[src/rtl/regfile_pkg.sv]
// regfile_pkg: shared constants and types for the register-file
// writeback arbiter and its round-robin sub-arbiter.
package regfile_pkg;

  localparam int NREGS = 32;
  localparam int AW    = 5;
  localparam int DW    = 32;
  localparam int CW    = 2;

  typedef struct packed {
    logic [AW-1:0] addr;
    logic [DW-1:0] data;
  } wb_req_t;

  typedef enum logic {
    PRI_WB0 = 1'b0,
    PRI_WB1 = 1'b1
  } rr_ptr_e;

endpackage

[src/rtl/rr_arb2.sv]
// rr_arb2: two-input round-robin arbiter. The priority pointer only
// moves after a grant made while both inputs were requesting.
module rr_arb2
  import regfile_pkg::*;
(
  input  logic       clk,
  input  logic       rst,
  input  logic [1:0] req,
  output logic [1:0] gnt
);

  rr_ptr_e ptr_q;
  rr_ptr_e ptr_d;

  // grant selection and pointer update on contention
  always_comb begin
    gnt   = 2'b00;
    ptr_d = ptr_q;
    case (req)
      2'b11: begin
        gnt   = (ptr_q == PRI_WB1) ? 2'b10 : 2'b01;
        ptr_d = (ptr_q == PRI_WB1) ? PRI_WB0 : PRI_WB1;
      end
      2'b01:   gnt = 2'b01;
      2'b10:   gnt = 2'b10;
      default: gnt = 2'b00;
    endcase
  end

  // priority pointer register
  always_ff @(posedge clk) begin
    if (rst) begin
      ptr_q <= PRI_WB0;
    end else begin
      ptr_q <= ptr_d;
    end
  end

endmodule

[src/rtl/regfile_wb_arbiter.sv]
// regfile_wb_arbiter: shares the register-file write port between the
// ALU and load writeback paths, with a pending-write scoreboard.
module regfile_wb_arbiter #(
  parameter int NREGS            = regfile_pkg::NREGS,
  parameter int AW               = regfile_pkg::AW,
  parameter int DW               = regfile_pkg::DW,
  parameter int CW               = regfile_pkg::CW,
  parameter bit ZERO_REG_DISCARD = 1'b1
) (
  input  logic             clk,
  input  logic             rst,
  input  logic             wb0_valid,
  input  logic [AW-1:0]    wb0_addr,
  input  logic [DW-1:0]    wb0_data,
  output logic             wb0_ready,
  input  logic             wb1_valid,
  input  logic [AW-1:0]    wb1_addr,
  input  logic [DW-1:0]    wb1_data,
  output logic             wb1_ready,
  input  logic             rsv_valid,
  input  logic [AW-1:0]    rsv_addr,
  output logic             rsv_ready,
  output logic             rf_write_en,
  output logic [15:0]      rf_write_address,
  output logic [DW-1:0]    rf_write_data,
  output logic [NREGS-1:0] pending_mask
);

  localparam logic [CW-1:0] CNT_MAX = '1;

  regfile_pkg::wb_req_t req0;
  regfile_pkg::wb_req_t req1;
  regfile_pkg::wb_req_t win;

  logic [1:0] req;
  logic [1:0] gnt;
  logic       hs;
  logic       drop;

  assign req0 = {wb0_addr, wb0_data};
  assign req1 = {wb1_addr, wb1_data};
  assign req  = {wb1_valid, wb0_valid};

  rr_arb2 u_arb (
    .clk (clk),
    .rst (rst),
    .req (req),
    .gnt (gnt)
  );

  assign wb0_ready = gnt[0];
  assign wb1_ready = gnt[1];
  assign hs        = |gnt;
  assign win       = gnt[1] ? req1 : req0;
  assign drop      = ZERO_REG_DISCARD && (win.addr == '0);

  logic          we_q;
  logic          we_d;
  logic [AW-1:0] wa_q;
  logic [AW-1:0] wa_d;
  logic [DW-1:0] wd_q;
  logic [DW-1:0] wd_d;

  // stage the winning write; r0 writes complete but never commit
  always_comb begin
    we_d = hs && !drop;
    wa_d = wa_q;
    wd_d = wd_q;
    if (we_d) begin
      wa_d = win.addr;
      wd_d = win.data;
    end
  end

  // registered write-port stage
  always_ff @(posedge clk) begin
    if (rst) begin
      we_q <= 1'b0;
      wa_q <= '0;
      wd_q <= '0;
    end else begin
      we_q <= we_d;
      wa_q <= wa_d;
      wd_q <= wd_d;
    end
  end

  assign rf_write_en      = we_q;
  assign rf_write_address = 16'(wa_q);
  assign rf_write_data    = wd_q;

  logic [CW-1:0]    cnt_q [NREGS];
  logic [CW-1:0]    cnt_d [NREGS];
  logic [NREGS-1:0] inc_vec;
  logic [NREGS-1:0] dec_vec;
  logic             rsv_hit;
  logic             rsv_zero;
  logic             rsv_inc;

  assign rsv_hit   = we_q && (wa_q == rsv_addr);
  assign rsv_zero  = ZERO_REG_DISCARD && (rsv_addr == '0);
  assign rsv_ready = (cnt_q[rsv_addr] != CNT_MAX) || rsv_hit;
  assign rsv_inc   = rsv_valid && rsv_ready && !rsv_zero;

  // one-hot reserve/commit strobes; a commit never underflows
  always_comb begin
    inc_vec = '0;
    dec_vec = '0;
    if (rsv_inc) begin
      inc_vec[rsv_addr] = 1'b1;
    end
    if (we_q && (cnt_q[wa_q] != '0)) begin
      dec_vec[wa_q] = 1'b1;
    end
  end

  // per-register counter update; reserve and commit cancel out
  always_comb begin
    for (int i = 0; i < NREGS; i++) begin
      cnt_d[i] = cnt_q[i]
               + CW'(inc_vec[i])
               - CW'(dec_vec[i]);
    end
  end

  // scoreboard counters
  always_ff @(posedge clk) begin
    if (rst) begin
      for (int i = 0; i < NREGS; i++) begin
        cnt_q[i] <= '0;
      end
    end else begin
      for (int i = 0; i < NREGS; i++) begin
        cnt_q[i] <= cnt_d[i];
      end
    end
  end

  // pending mask from registered counts
  always_comb begin
    pending_mask = '0;
    for (int i = 0; i < NREGS; i++) begin
      pending_mask[i] = (cnt_q[i] != '0);
    end
  end

`ifndef SYNTHESIS
  a_no_commit_unreserved : assert property (
    @(posedge clk) disable iff (rst)
    we_q |-> (cnt_q[wa_q] != '0)
  );
`endif

endmodule

[config.mk]
export PLATFORM = sky130hd
export DESIGN_NAME = regfile_wb_arbiter
export DESIGN_NICKNAME = d
export VERILOG_FILES = /design/src/rtl/regfile_pkg.sv /design/src/rtl/rr_arb2.sv /design/src/rtl/regfile_wb_arbiter.sv
export SDC_FILE = /design/constraint.sdc
export NUM_CORES = 1
export LEC_CHECK = 0
export CAP_MARGIN = 40
export CORE_UTILIZATION = 52
export CTS_CLUSTER_SIZE = 10
export DETAILED_ROUTE_END_ITERATION = 12
export PLACE_DENSITY = 0.84
export SLEW_MARGIN = 20
export SYNTH_ARGS = -nofsm -noshare
export SYNTH_HDL_FRONTEND = slang
export SYNTH_HIERARCHICAL = 1
export SYNTH_SLANG_ARGS = --single-unit
[constraint.sdc]
create_clock -name clk -period 10.95 [get_ports clk]
set_clock_uncertainty 0.15 [all_clocks]
set_input_delay 2.7375 -clock clk [delete_from_list [all_inputs] [get_ports clk]]
set_output_delay 2.7375 -clock clk [all_outputs]
set_load 0.05 [all_outputs]
==> results of run 1 <==
## logic make-up after synthesis
family / count (synthesis) / share of synthesized area [%]
muxes: 76 / 13.1
xor gates and xnor gates: 69 / 8.90
other: 1 / 0.0553
and+or+nand+nor: 243 / 19.0
AOI/OAI and AO/OA: 65 / 7.12
DFF: 108 / 31.9
adders and majority gates: 64 / 11.8
buffers and inverters: 127 / 8.11
## sequential cells by signal, indices dropped and copies added, names as in the netlist, named ones only
| register | count |
|---|---|
| cnt_q | 64 |
| rf_write_data | 32 |
| rf_write_en | 1 |
| u_arb/ptr_q | 1 |
| wa_q | 5 |
## area by class of cell
| class | count | area, um^2 |
|---|---|---|
| fillers | 1030 | 3960 |
| well taps | 172 | 215 |
| clock buffers | 11 | 243 |
| flip-flops and latches | 108 | 2160 |
| repair buffers | 164 | 1650 |
| clock inverters | 5 | 41.3 |
| inverters | 69 | 259 |
| multi-input cells | 529 | 4140 |
## metrics by stage
step | setup slack (ns) | util, %
final | 2.23 | 68.8
after global routing | 2.11 | 68.8
after CTS | 2.25 | 68.8
after detailed placement | 2.27 | 66.5
after global placement | 2.10 | 66.0
after floorplan | 3.28 | -
## power groups by stage
stage	Sequential [W]	Clock, W	Combinational (W)
floorplan	0.000482	0	0.000114
global placement	0.000439	0	0.000241
detailed placement	0.000439	0	0.000246
CTS	0.000430	0.000325	0.000247
global route	0.000433	0.000340	0.000262
finish	0.000431	0.000319	0.000247
## critical path: stages
cell and delay [ns]:
clkdlybuf4s50_1 0.93, clkinv_1 0.66, o21ai_0 0.32, nor3_2 0.17, nor2_1 0.18, clkdlybuf4s50_1 0.83
## how the worst max path moves through the flow
stage	startpoint	endpoint	slack [ns]	depth (start not counted)
6_report	rsv_addr[1]	rsv_ready	2.23	6
5_1_grt	rsv_addr[1]	rsv_ready	2.11	6
4_1_cts	rsv_addr[1]	rsv_ready	2.25	6
3_5_place_dp	rsv_addr[1]	rsv_ready	2.27	6
3_3_place_gp	rsv_addr[2]	rsv_ready	2.10	7
2_1_floorplan	rsv_addr[0]	rsv_ready	3.28	8
## cell usage after synthesis (all sizes together) (16+ instances only)
cell type and instances:
nor2 78, dfxtp 108, or2 32, a211oi 34, nor3 34, nor4 35, o22ai 16, ha 64
xor2 32, nor2b 32, clkbuf 36, mux2i 66, inv 68, buf 22, xnor2 37
## per-layer routing
metal  routed length (um)  track usage, %
met5                    0               0
met4                  650            11.5
met3                 1550            9.65
met2                 9660            52.3
met1                 7480            32.9
==> results.sh, run 1 <==
export IMPL_cts_tree="yes"
export IMPL_clkTransAtPathRegs_ns=0.08
export IMPL_syn_cell_area_mm2=0.00679
export IMPL_root_buffer="clkbuf_16"
export IMPL_routed_wl_um=19300
export IMPL_dp_cells=1042
export IMPL_hold_path_end="rf_write_data[26]$_SDFFE_PP0P_"
export IMPL_p_seq_share_pct=43.2
export IMPL_htree_num_levels=3
export IMPL_p_int_w=0.000671
export IMPL_fin_cells=1058
export IMPL_grt_pass1_wl_um=29600
export IMPL_clkLatencyLatePin_ns=0.36
export IMPL_total_power_w=0.000997
export IMPL_ir_worst_vdd_v=0.000124
export IMPL_reg2reg_depth=12
export IMPL_track_usage_pct=29.6
export IMPL_min_from="rf_write_data[26]$_SDFFE_PP0P_"
export IMPL_seq_area_frac_synth_pct=31.9
export IMPL_path_max_fanout=18
export IMPL_fp_dieW_um=116
export IMPL_r2r_setup_slack_ns=6.92
export IMPL_finalSetupViolations=0
export IMPL_hold_class="reg -> reg"
export IMPL_slew_headroom_pct=52.2
export IMPL_hold_buffers=0
export IMPL_syn_inst=753
export IMPL_cts_buffers=9
export IMPL_cts_resized=0
export IMPL_grt_pass1_vias=5585
export IMPL_diodes=0
export IMPL_vias_per_cell=5.50
export IMPL_die_h_um=116
export IMPL_wire_per_inst_um=18.3
export IMPL_tightest_slew_ns=0.715
export IMPL_die_area_mm2=0.0135
export IMPL_power_density_mw_per_mm2=114
export IMPL_drt_initial_drc_count=284
export IMPL_critPathLaunchType="primary input"
export IMPL_p_clk_share_pct=32.0
export IMPL_grt_max_degree=67
export IMPL_synthTopCellsByArea="dfxtp_1, ha_1, mux2i_1, xnor2_1, nor2_1"
export IMPL_coreArea_mm2=0.0127
export IMPL_yosys_warnings=6
export IMPL_cts_max_path_buffers=2
export IMPL_crit_type="in -> out"
export IMPL_slew_viol_final=0
export IMPL_worstPathArrival_ns=5.83
export IMPL_portBuffers=156
export IMPL_power_leakage_nw=3.92
export IMPL_timing_hold_ws_ns=0.350
export IMPL_dpl_instance_area_mm2=0.00843
export IMPL_fin_setup_tns_ns=0
export IMPL_synth_edf_count=0
export IMPL_finalCritPeriodShare_pct=79.6
export IMPL_cts_setup_buffers=0
export IMPL_status="completed"
export IMPL_synth_top_cell_area_share_pct=31.9
export IMPL_antenna_found_initial=0
export IMPL_fmax_mhz=115
export IMPL_drive_gt1_share_pct=6.43
export IMPL_synth_seq_cells=108
export IMPL_rsz0062_at_grt="no"
export IMPL_ys_types=45
export IMPL_gp_congestion=0.931
export IMPL_hpwl_um=14800
export IMPL_final_cell_mix="clkdlybuf4s50_1, dfxtp_1, nor2_1, inv_1, mux2i_1"
export IMPL_drt_pre_antenna_iters=5
export IMPL_layout_min_cycle_time_ns=8.72
export IMPL_io_pin_count=168
export IMPL_switchingPower_w=0.000326
export IMPL_r2r_end="cnt_q[9][1]$_SDFF_PP0_"
export IMPL_endpoint_kind="primary output"
export IMPL_synth_async_reset_ratio_pct=0
export IMPL_yosysTopAreaCell="dfxtp_1"
export IMPL_final_common_cell="clkdlybuf4s50_1"
export IMPL_drtAntennaViolNets=0
export IMPL_rows=41
export IMPL_maxCapViolations=0
export IMPL_syn_area_per_cell_um2=9.01
export IMPL_fin_area_mm2=0.00871
export IMPL_grt_ovfl_total=0
export IMPL_initial_utilization_pct=53.6
export IMPL_hold_viol=0
export IMPL_min_path_cells=2
export IMPL_p_sw_share_pct=32.7
export IMPL_num_vias=5820
export IMPL_synth_ff_type="dfxtp_1"
export IMPL_p_comb_share_pct=24.8
export IMPL_drc=0
export IMPL_area_growth_synth_to_final_pct=28.4
export IMPL_cts_sinks=108
export IMPL_final_nets=1029
export IMPL_critPathRequiredTime_ns=8.06
Note: power is estimated with default switching activity, not from simulation.
==> run 2, diff against run 1 <==
Settings changed: CORE_UTILIZATION 52 to 46, PLACE_DENSITY 0.84 to 0.78.
Clock period 10.95 ns to 7.6 ns, I/O delays scaled along.
==> run 2 against run 1 <==
Net effect: global-route usage down 3.3 points; highest routed layer unchanged; worst hold slack worse by 0.0022 ns; via count up 0.26%.
==> results.sh, run 2 (synthesis results as in run 1) <==
export IMPL_routed_wl_um=19200
export IMPL_finalCoreUtilization_pct=60.3
export IMPL_hold_class="reg -> reg"
export IMPL_p_clk_share_pct=33.1
export IMPL_cts_sinks=108
export IMPL_final_cell_mix="clkdlybuf4s50_1, dfxtp_1, nor2_1, inv_1, mux2i_1"
export IMPL_cts_setup_buffers=0
export IMPL_clkTransAtPathRegs_ns=0.08
export IMPL_portBuffers=156
export IMPL_root_buffer="clkbuf_16"
export IMPL_critical_path_slowest_cell="clkdlybuf4s50_1"
export IMPL_drt_pre_antenna_iters=5
export IMPL_final_nets=1031
export IMPL_hold_viol=0
export IMPL_final_common_cell="clkdlybuf4s50_1"
export IMPL_path_max_fanout=10
export IMPL_finalCritPeriodShare_pct=91.7
export IMPL_p_sw_share_pct=32.2
export IMPL_cts_max_path_buffers=2
export IMPL_vias_per_cell=5.44
export IMPL_hold_buffers=0
export IMPL_largest_reg_flops=64
export IMPL_switchingPower_w=0.000471
export IMPL_p_seq_share_pct=42.7
export IMPL_cts_tree="yes"
export IMPL_dp_cells=1056
export IMPL_io_pin_count=168
export IMPL_min_from="rf_write_data[5]$_SDFFE_PP0P_"
export IMPL_grt_pass1_wl_um=29200
export IMPL_crit_top_cell="clkdlybuf4s50_1"
export IMPL_rsz0062_at_grt="no"
export IMPL_tightest_slew_ns=0.823
export IMPL_area_growth_synth_to_final_pct=28.6
export IMPL_drive_gt1_share_pct=6.64
export IMPL_grt_ovfl_total=0
export IMPL_die_area_mm2=0.0152
export IMPL_clkLatencyLatePin_ns=0.36
export IMPL_slew_viol_final=0
export IMPL_path_cells="clkdlybuf4s50_1 -> or3b_1 -> o22ai_1 -> nor4_1 -> nor3_2 -> buf_4 -> nor2_1 -> clkdlybuf4s50_1"
export IMPL_initial_utilization_pct=46.9
export IMPL_power_leakage_nw=3.93
export IMPL_cts_buffers=9
export IMPL_endpoint_kind="primary output"
export IMPL_layout_min_cycle_time_ns=6.97
export IMPL_ir_worst_vdd_v=0.000129
export IMPL_antenna_found_initial=0
export IMPL_grt_pass1_vias=5586
export IMPL_slew_headroom_pct=45.2
export IMPL_die_h_um=123
export IMPL_diodes=0
export IMPL_regMostFlops="cnt_q"
export IMPL_cp_startpoint="rsv_addr[3]"
export IMPL_critPathRequiredTime_ns=5.55
export IMPL_power_density_mw_per_mm2=167
export IMPL_critPathLaunchType="primary input"
export IMPL_crit_type="in -> out"
export IMPL_track_usage_pct=26.3
export IMPL_hpwl_um=14400
export IMPL_cts_resized=0
export IMPL_cp_slowest_stage_delay_ns=0.71
export IMPL_fmax_mhz=144
export IMPL_fp_dieW_um=123
export IMPL_worstPathArrival_ns=4.92
export IMPL_num_vias=5835
export IMPL_wire_per_inst_um=17.9
export IMPL_finalSetupViolations=0
export IMPL_rows=44
export IMPL_p_int_w=0.000989
export IMPL_gp_congestion=0.927
export IMPL_grt_max_degree=59
export IMPL_fin_cells=1072
export IMPL_reg2reg_from="cnt_q[5][0]$_SDFF_PP0_"
export IMPL_htree_num_levels=3
export IMPL_drc=0
export IMPL_drtAntennaViolNets=0
export IMPL_status="completed"
export IMPL_drt_initial_drc_count=330
export IMPL_coreArea_mm2=0.0145
export IMPL_p_comb_share_pct=24.2
export IMPL_fin_setup_tns_ns=0
export IMPL_maxCapViolations=0
[run 2: worst paths after layout]
check                                                endpoint  slack, ns  cells after the start
worst min-delay path            rf_write_data[5]$_SDFFE_PP0P_       0.35                      2
worst max register to register        cnt_q[19][1]$_SDFF_PP0_       3.91                     12
worst min register to register  rf_write_data[5]$_SDFFE_PP0P_       0.35                      2
worst max-delay path                                rsv_ready       0.63                      8
[run 2: power by group through the flow]
stage / Sequential, W / Combinational, W / Clock [W]
CTS: 0.000622 / 0.000354 / 0.000496
detailed placement: 0.000635 / 0.000352 / 0
global route: 0.000626 / 0.000376 / 0.000519
finish: 0.000623 / 0.000353 / 0.000484
global placement: 0.000635 / 0.000349 / 0
floorplan: 0.000695 / 0.000164 / 0
[run 2: cell type report]
type,instances,area (um^2)
Fill cell,1275,5750
Multi-Input combinational cell,529,4140
Sequential cell,108,2160
Timing Repair Buffer,166,1640
Inverter,69,259
Tap cell,184,230
Clock buffer,10,229
Clock inverter,6,68.8
[run 2: critical path: cells and delay by family]
kind,cells,cell delay (ns)
buf+inv,3,1.66
compound gates,1,0.25
simple gates,4,1.09
[run 2: per-stage QoR]
stage	total power (W)	setup slack [ns]	cell area [um^2]	hold slack, ns
after floorplan	0.000859	1.60	6830	0.347
after global placement	0.000983	0.479	8400	0.337
after detailed placement	0.000987	0.678	8430	0.341
after CTS	0.00147	0.664	8730	0.351
after global routing	0.00152	0.459	8730	0.375
final	0.00146	0.634	8730	0.347
[run 2: routing by layer]
layer / global-route usage, % / up-vias / part of all wire [%]
li1: - / 2835 / -
met1: 28.7 / 2708 / 38
met2: 45.2 / 252 / 49
met3: 10.9 / 40 / 11
met4: 10.4 / 0 / 2.8
met5: 0 / - / 0
